[config.mk]
export PLATFORM = sky130hd
export DESIGN_NAME = rob_tag_fifo
export DESIGN_NICKNAME = d
export VERILOG_FILES = /design/src/rtl/rob_tag_fifo.sv
export SDC_FILE = /design/constraint.sdc
export NUM_CORES = 1
export LEC_CHECK = 0
export ABC_AREA = 1
export CORE_ASPECT_RATIO = 0.9
export CORE_MARGIN = 2
export CORE_UTILIZATION = 50
export CTS_BUF_LIST = sky130_fd_sc_hd__clkbuf_2
export DETAILED_ROUTE_END_ITERATION = 10
export GPL_TIMING_DRIVEN = 0
export MAX_ROUTING_LAYER = met4
export PLACE_DENSITY = 0.66
export SLEW_MARGIN = 10
export SYNTH_ARGS = -nofsm -noshare
export SYNTH_HDL_FRONTEND = slang
export SYNTH_SLANG_ARGS = --single-unit
[constraint.sdc]
create_clock -name clk -period 3.8 [get_ports clk]
set_input_delay 0.38 -clock clk [delete_from_list [all_inputs] [get_ports clk]]
set_output_delay 0.38 -clock clk [all_outputs]
set_load 0.005 [all_outputs]
[src/rtl/rob_tag_fifo.sv]
// rob_tag_fifo
// Free-list allocator for the in-flight tags that dispatch writes into the
// register status table. Dispatch pops the head free tag. Commit pushes
// retired tags back. A mispredict flush reclaims every outstanding tag in a
// single cycle.
//
// Ports:
//   clk             - clock; all state updates on the rising edge
//   rst             - synchronous active-high reset; refills the list with 0..DEPTH-1
//   tagpop_dispatch - dispatch consumes tagout_tf this cycle
//   tagpush_commit  - commit returns tagin_commit this cycle
//   tagin_commit    - tag being freed
//   flush_tf        - mispredict recovery; frees all outstanding tags
//   tagout_tf       - head free tag (first-word fall-through)
//   tagempty_tf     - no free tag; dispatch must stall
//   tagfull_tf      - all DEPTH tags are free
//   count_tf        - number of free tags, 0..DEPTH
//   err_tf          - sticky protocol-error flag, cleared only by rst
module rob_tag_fifo #(
  parameter int TAG_W = 6,
  parameter int DEPTH = 64
) (
  input  logic             clk,
  input  logic             rst,
  input  logic             tagpop_dispatch,
  input  logic             tagpush_commit,
  input  logic [TAG_W-1:0] tagin_commit,
  input  logic             flush_tf,
  output logic [TAG_W-1:0] tagout_tf,
  output logic             tagempty_tf,
  output logic             tagfull_tf,
  output logic [TAG_W:0]   count_tf,
  output logic             err_tf
);

  localparam logic [TAG_W:0] DEPTH_CNT = (TAG_W + 1)'(DEPTH);

  logic [TAG_W-1:0] mem [DEPTH];
  logic [TAG_W:0]   rd_ptr;
  logic [TAG_W:0]   wr_ptr;
  logic             pop_ok;
  logic             push_ok;
  logic             proto_err;

  // Occupancy comes from the pointer difference. The extra wrap bit tells
  // full apart from empty when the indices are equal.
  always_comb begin
    count_tf    = wr_ptr - rd_ptr;
    tagempty_tf = (count_tf == '0);
    tagfull_tf  = (count_tf == DEPTH_CNT);
    tagout_tf   = mem[rd_ptr[TAG_W-1:0]];
  end

  // Accept or reject the requests for this cycle. A push into a full list is
  // legal only when a pop frees a slot in the same cycle. A pop from an empty
  // list is always rejected, even when a push arrives alongside it, because
  // the pushed tag is not readable until the next cycle. Flush takes
  // precedence, so neither request is accepted or flagged during a flush.
  always_comb begin
    pop_ok    = 1'b0;
    push_ok   = 1'b0;
    proto_err = 1'b0;
    if (!flush_tf) begin
      pop_ok    = tagpop_dispatch && !tagempty_tf;
      push_ok   = tagpush_commit && (!tagfull_tf || tagpop_dispatch);
      proto_err = (tagpop_dispatch && tagempty_tf) ||
                  (tagpush_commit && tagfull_tf && !tagpop_dispatch);
    end
  end

  // Pointer and error-flag state. On a flush the read pointer moves one full
  // lap behind the write pointer. The outstanding tags are still stored
  // between the two pointers in allocation order, so they all become free
  // again and no data has to move.
  always_ff @(posedge clk) begin
    if (rst) begin
      rd_ptr <= '0;
      wr_ptr <= DEPTH_CNT;
      err_tf <= 1'b0;
    end else if (flush_tf) begin
      rd_ptr <= wr_ptr - DEPTH_CNT;
    end else begin
      if (pop_ok) begin
        rd_ptr <= rd_ptr + 1'b1;
      end
      if (push_ok) begin
        wr_ptr <= wr_ptr + 1'b1;
      end
      if (proto_err) begin
        err_tf <= 1'b1;
      end
    end
  end

  // Tag storage. Reset loads every slot with its own index, which makes the
  // whole tag space free. When the list is full, a push paired with a pop
  // writes into the slot the pop is vacating, and that is safe.
  always_ff @(posedge clk) begin
    if (rst) begin
      for (int i = 0; i < DEPTH; i++) begin
        mem[i] <= TAG_W'(i);
      end
    end else if (push_ok) begin
      mem[wr_ptr[TAG_W-1:0]] <= tagin_commit;
    end
  end

endmodule

---- After elaboration in Yosys (flattened, before gate mapping) ----
Memories as Yosys holds them, arrays and structs flattened. A register that Yosys moved wholly into a read port is not among the register bits.
Index checks and enable logic that the tools add are counted.
word-level totals
  memory bits (writable) .................. 384
  memories ................................ 1
  latch bits .............................. 0
  ROM bits ................................ 0
  bits in registers ....................... 15
  input port bits ......................... 11
memory list
  name  words  bits a word  rd ports  clocked after memory_dff  write ports  RTL line  source
  mem   64     6            1         1                         64           38        logic [TAG_W-1:0] mem [DEPTH];
operators by class
  add/sub/neg operators ................... 4
  order comparisons ....................... 0
  div/mod/pow operators ................... 0
  reduce and logical (&&, ||, !) cells .... 15
  bitwise operators ....................... 1
  shift-type cells ........................ 0
  equality and inequality tests ........... 1
  muxes and demuxes ....................... 15
  multipliers ............................. 0
operator list
  operator               count
  $mux W6                4
  $add A7 B1 Y7 const B  2
  $mux W7                2
  $mux W1                9
  $eq A7 B7 Y1 const B   1
  $logic_not A7 Y1       1
  $sub A7 B7 Y7          1
  $sub A7 B7 Y7 const B  1
  $reduce_or A6 Y1       1
  $logic_and A1 B1 Y1    5
  $reduce_and A2 Y1      2
  $logic_not A1 Y1       3
  $logic_or A1 B1 Y1     2
  $reduce_bool A2 Y1     1
  $not A1 Y1             1

---- Longest topological paths before layout ----
  word-level depth ........................ 11
  depth in mapped cells ................... 17
  mapped depth without buffers ............ 15

---- Worst setup path after synthesis ----
Ideal clock, no wire load.
  kind .................................... flip-flop to flip-flop
  from .................................... register wr_ptr[0]
  to ...................................... memory mem[11][0], enable pin
  library setup time ...................... 0.377 ns
  cell stages (with the launch flop) ...... 14
  required time ........................... 3.423 ns
  period minus slack after synthesis ...... 3.021 ns
  path slack .............................. 0.779 ns
  arrival ................................. 2.643 ns
  path through ............................ dfxtp_1 -> inv_1 -> ha_1 -> inv_1 -> fa_1 -> nand3_1 -> nand3_1 -> xor2_2 -> nor2_4 -> nand3_4 -> buf_12 -> nand4_2 -> buf_2 -> o21ai_0
RTL lines
  what                    RTL line  source
  start, declared         40        logic [TAG_W:0] wr_ptr;
  start signal, assigned  87        wr_ptr <= wr_ptr + 1'b1;
  end, declared           38

==> impl_metrics.ini <==
[placement]
port_buffers = 26
dpl.hpwl_um = 58400
gp_congestion = 1.10
postPlaceCellArea_um2 = 20300

[detailed_routing]
drcViolationCount = 0
wl_per_cell_um = 31.2
postRouteAntennaNets = 0
totalWireLength_um = 83900
vias = 17500
viasPerCell = 6.52
drt_pass1_iterations = 6
drtIter0Drc = 2971

[power_and_ir_drop]
total_power_uw = 9950
peakVddDrop_mv = 0.226
power.density_nw_per_um2 = 450
leakagePower_uw = 0.00779

[sta]
period_needed_ps = 3890
fmax_mhz = 257
skew_ps = 75.1
slew_headroom_pct = 8.87
finalMaxSlewViolations = 0
worstMarginPinSlew_ps = 1370
fin_ws_ps = -89.5
whs_ps = 34.4
final_hold_viol_count = 0
setup_viol = 2
period_share_pct = 102

[die]
dieArea_um2 = 40400
start_util_pct = 50.7
fp.dieW_um = 212
ios = 27
core-area_um2 = 38300
die_h_um = 191
fp-row-count = 68

[cells_and_area]
num-nets-final = 2112
syn_to_final_growth_pct = 13.9
fillCellCount = 3456
layout_commonest_cell = edfxtp_1
mostFrequentLayoutCells = edfxtp_1, nor2_1, nand2_1
final_area_um2 = 22100
drive_above_1_share_pct = 17.8

[clock_tree]
cts_buffers = 102
clk_pin_slew_worst_paths_ps = 90
clk_latency_ps = 1180
cts_max_level = 3
cts_tree = yes
cts_hold_buf = 0
cts.path.max_buffers = 3
root_buffer = clkbuf_2
cts_num_sinks = 405

[yosys]
synth_nets = 1974
synth_edf_count = 384
synth_cells = 1954
ys.flop_type = edfxtp_1
synth_area_um2 = 19400
async_flop_share_pct = 0
synth_seq_cells = 405
ys_seq_area_share_pct = 61.6
avgSynthCellArea_um2 = 9.93
yosysWarnings = 0
yosysUniqueCellTypes = 36

[critical_path]
arrival_ps = 3510
slowest_stage = dfxtp_4
timing.critical_path.required_ps = 3420
cp-start-kind = flop
path_cells = buf_6, inv_4, bufbuf_16, clkbuf_16, nor2_1, o22ai_1, o211ai_1, nand3_2, nand3_2, nand2_1, dlygate4sd2_1
crit_buf_inv = 5
cp-end-kind = output port
critPathMaxStageDelay_ps = 410
worst-path-max-fanout = 10
cpMostUsedCell = nand3_2
crit-reg2reg-launch = wr_ptr[2]
criticalPathCategory = reg2out
path_delay_family = buffers and inverters

[min_path]
hp-start = tagpush_commit
hold_class = in2reg

[grt]
grt_usage_pct = 43.3
gr-total-overflow = 0
grt_pass1_wl_um = 116000
grt_max_degree = 15
grt_pass1_vias = 16500
antenna_found_initial = 8

[status]
status = finished with violations
violations = negative setup slack

[job]
maxCapViolations = 0
## synthesized netlist by cell type (12+ instances only)
cell | instances | area, um2
buf_2 | 21 | 105
nor3_2 | 25 | 250
inv_2 | 12 | 45.0
o21ai_0 | 238 | 1190
o22ai_1 | 64 | 400
o211ai_1 | 49 | 368
a21oi_1 | 15 | 75.1
nand3_1 | 68 | 340
nor2_1 | 343 | 1290
inv_1 | 83 | 312
o221ai_1 | 34 | 298
dfxtp_1 | 21 | 420
edfxtp_1 | 384 | 11500
nor3_1 | 91 | 455
nand2_1 | 299 | 1120
clkbuf_1 | 129 | 484
## through the flow
| stage | setup slack [ps] | utilization (%) | TNS, ps | std cells |
|---|---|---|---|---|
| 6_report | -89.5 | 57.7 | -124 | 2686 |
| 3_5_place_dp | -163 | 53.0 | -3750 | 2470 |
| 4_1_cts | 9.63 | 57.5 | 0 | 2669 |
| 2_1_floorplan | 779 | - | 0 | 1954 |
| 3_3_place_gp | -98.0 | 53.0 | -2230 | 2470 |
| 5_1_grt | -27.6 | 57.7 | -133 | 2684 |
## power by group
part           total, uW  internal, uW  switching [uW]
combinational       1460           403            1060
clock               3380          1410            1970
sequential          5110          5040            74.3
## cells by family after synthesis
kind of cell             count (synthesis)  synth area share (%)
AO/OA/AOI/OAI                          402                  12.1
XOR/XNOR                                 6                 0.309
adder cells (fa/ha/maj)                  9                 0.619
buffers and inverters                  261                  5.50
flip-flops                             405                  61.6
AND/OR/NAND/NOR                        871                  19.9
## sequential cells by signal, summed over array words and instances, names as in the netlist, named ones only
name / count
mem: 384
rd_ptr: 7
wr_ptr: 7
err_tf: 1
## layout make-up
| type | count | area (um2) | share of cell area, % |
|---|---|---|---|
| plain buffers | 161 | 1160 | 5.26 |
| repair buffers | 36 | 348 | 1.57 |
| inverters | 98 | 373 | 1.69 |
| clock inverters | 46 | 319 | 1.44 |
| flip-flops and latches | 405 | 12000 | 54.1 |
| diodes | 14 | 35.0 | 0.158 |
| multi-input cells | 1288 | 6550 | 29.6 |
| well taps | 490 | 613 | 2.77 |
| clock buffers | 148 | 741 | 3.35 |
## worst register-to-register path, delay by kind of cell, from the launching register on
| kind | cells | cell delay (ps) |
|---|---|---|
| AO/OA/AOI/OAI | 1 | 920 |
| flip-flops | 1 | 360 |
| buffers and inverters | 4 | 1250 |
| AND/OR/NAND/NOR | 1 | 870 |
## routing by layer
metal  track usage (%)  wire, um  vias up
li1                  -         -     7266
met1              53.6     30000     8347
met2              61.0     35300     1545
met3              16.6     13100      364
met4              23.9      5530        0
met5                 -         0        -
## final timing paths
| kind | to | slack [ps] | depth (start not counted) |
|---|---|---|---|
| worst max-delay path | tagout_tf[0] | -90 | 11 |
| worst min-delay path | err_tf | 30 | 5 |
| worst max register to register | mem[44][4] | 30 | 6 |
| worst min register to register | err_tf | 460 | 2 |
## timing repair
item,4_1_cts,5_1_grt
pin swaps,27,16
cloned,2,0
resized for setup,211,28
buffers inserted,5,3
setup endpoints to repair,33,26
Note: power is estimated with default switching activity, not from simulation.
==> edit, RTL diff (config.mk and constraints unchanged) <==
Register the output `count_tf`, with the module's reset; this adds one clock of latency there. The other outputs are not delayed to match.
--- a/src/rtl/rob_tag_fifo.sv
+++ b/src/rtl/rob_tag_fifo.sv
@@ -37,2 +37,4 @@
 
+  logic [TAG_W:0] count_tf_d;
+
   logic [TAG_W-1:0] mem [DEPTH];
@@ -47,5 +49,5 @@
   always_comb begin
-    count_tf    = wr_ptr - rd_ptr;
-    tagempty_tf = (count_tf == '0);
-    tagfull_tf  = (count_tf == DEPTH_CNT);
+    count_tf_d  = wr_ptr - rd_ptr;
+    tagempty_tf = (count_tf_d == '0);
+    tagfull_tf  = (count_tf_d == DEPTH_CNT);
     tagout_tf   = mem[rd_ptr[TAG_W-1:0]];
@@ -107,2 +109,10 @@
 
+  always_ff @(posedge clk) begin
+    if (rst) begin
+      count_tf <= '0;
+    end else begin
+      count_tf <= count_tf_d;
+    end
+  end
+
 endmodule
Check against the original RTL: not equivalent (Yosys sat finds a counterexample within 4 cycles, from zero or initial values and one cycle with rst high).
==> edit against the original RTL <==
- the run still ends with setup timing left
- wire length grew 2.0%
- clock power shrank 13%
- die area grew 0.98%
- largest cell class unchanged
- final area grew 0.84%
- synthesized cell count grew 2.7%
- setup slack gained 27 ps
- power shrank 3.4%
- synthesized area grew 1.0%
- sequential cell count grew 7
- via count grew 1.8%
==> edit: results <==
[status]
status = finished, violations left
violations = setup timing

[drt]
wl_met1_microns = 31900
avgRoutedWirePerCell_microns = 31.0
drtIter0Drc = 3367
num_vias = 17800
wl_met2_microns = 36300

[setup_path]
cp_max_fo = 6
r2r_cells = 15
crit_slowest_cell = o211ai_1
arrival_ps = 3480
r2r_start = wr_ptr[0]
slowest_delay_ps = 450

[pwr]
leakage_nw = 7.81

[logic_synthesis]
synth-xor-area-share_pct = 0.402
synth_area_leaders = edfxtp_1 59%, nor2_1 6.7%, nand2_1 6.1%
synth_nets = 2027
synth-compound-area-share_pct = 11.6
synthAdderAreaFrac_pct = 0.613
yosys.area.top_type_share_pct = 58.8
seq_area_frac_synth_pct = 61.7

[min_path]
hp-start = flush_tf

[global_routing]
grt_max_degree = 14
grtUsageTotal_pct = 43.9
grt_pass1_wl_microns = 118000
grt_pass1_vias = 16600
antenna_found_initial = 9

[timing]
final.setup.worst_slack_ps = -62.4
slew_headroom_pct = 4.06
setup_viol = 2

[place]
routabilityCongestion = 1.05
place_ws_ps = -148

[layout]
drive_above_1_share_pct = 18.4
nFillCells = 3524
edit: cell types whose count changed after synthesis, sizes merged, moves of 7 or more:
cell    unedited run  this run
inv               95        87
dfxtp             21        28
nand3             70        94
o221ai            34        24
buf               34        50
clkbuf           129       119
nand2            308       320
nor2             354       371
o211ai            49        37
edit: final cells by class:
type	count	area [sq um]	share of cell area (%)
Buffer	164	1090	4.87
Timing Repair inverter	1	5.00	0.0224
Antenna cell	11	27.5	0.123
Clock inverter	15	57.6	0.258
Sequential cell	412	12100	54.3
Timing Repair Buffer	52	512	2.30
Inverter	92	355	1.59
Tap cell	525	657	2.95
Clock buffer	158	791	3.55
Multi-Input combinational cell	1334	6700	30.0
edit: stage by stage:
step	TNS [ps]	util [%]	hold WS (ps)	instance area [sq um]	cells
after CTS	-146	57.6	6.69	22200	2752
after detailed placement	-5570	53.3	447	20500	2558
final	-72.3	57.8	86.8	22300	2764
after global placement	-2580	53.2	441	20500	2558
after floorplan	0	-	447	19600	2007
after global routing	-499	57.8	52.5	22300	2764
edit: power groups by stage:
stage          clock, mW  combinational [mW]  sequential [mW]
2_1_floorplan          0               0.632             5.25
3_3_place_gp           0                1.20             5.29
3_5_place_dp           0                1.21             5.29
4_1_cts             2.92                1.38             5.19
5_1_grt             3.14                1.50             5.21
6_report            2.95                1.46             5.20
edit: per-layer routing:
metal / up-vias / global-route usage [%]
met5: - / -
met4: 0 / 24.4
met3: 308 / 11.7
met2: 1533 / 62.0
met1: 8559 / 57.6
li1: 7432 / -
edit: worst max path at each step:
stage / start / to / slack [ps] / cells past startpoint
6_report: flip-flop / tagout_tf[2] / -60 / 11
3_3_place_gp: wr_ptr[0] / mem[60][2] / -120 / 14
3_5_place_dp: wr_ptr[0] / mem[21][2] / -150 / 14
4_1_cts: flip-flop / tagout_tf[2] / -90 / 11
2_1_floorplan: wr_ptr[0] / mem[12][0] / 890 / 15
5_1_grt: flip-flop / tagout_tf[2] / -170 / 13
edit: worst register-to-register path: stages, from the launching register on:
cell and delay, ps:
dfxtp_4 360, inv_4 90, ha_1 160, inv_2 50, fa_2 380, nand2_1 90, clkinv_1 80, nor2_1 90
nor2_1 50, nand3_1 120, nor2_4 60, buf_4 140, nand4_4 110, buf_4 200, nand4_1 580, o21ai_1 820
edit: what timing repair did:
item / in CTS / in global routing
gates cloned: 3 / 1
buffers inserted: 20 / 1
hold endpoints to repair: 2 / 0
pin swaps: 40 / 31
resized for setup: 244 / 52
hold buffers: 2 / 0
setup endpoints to repair: 41 / 28
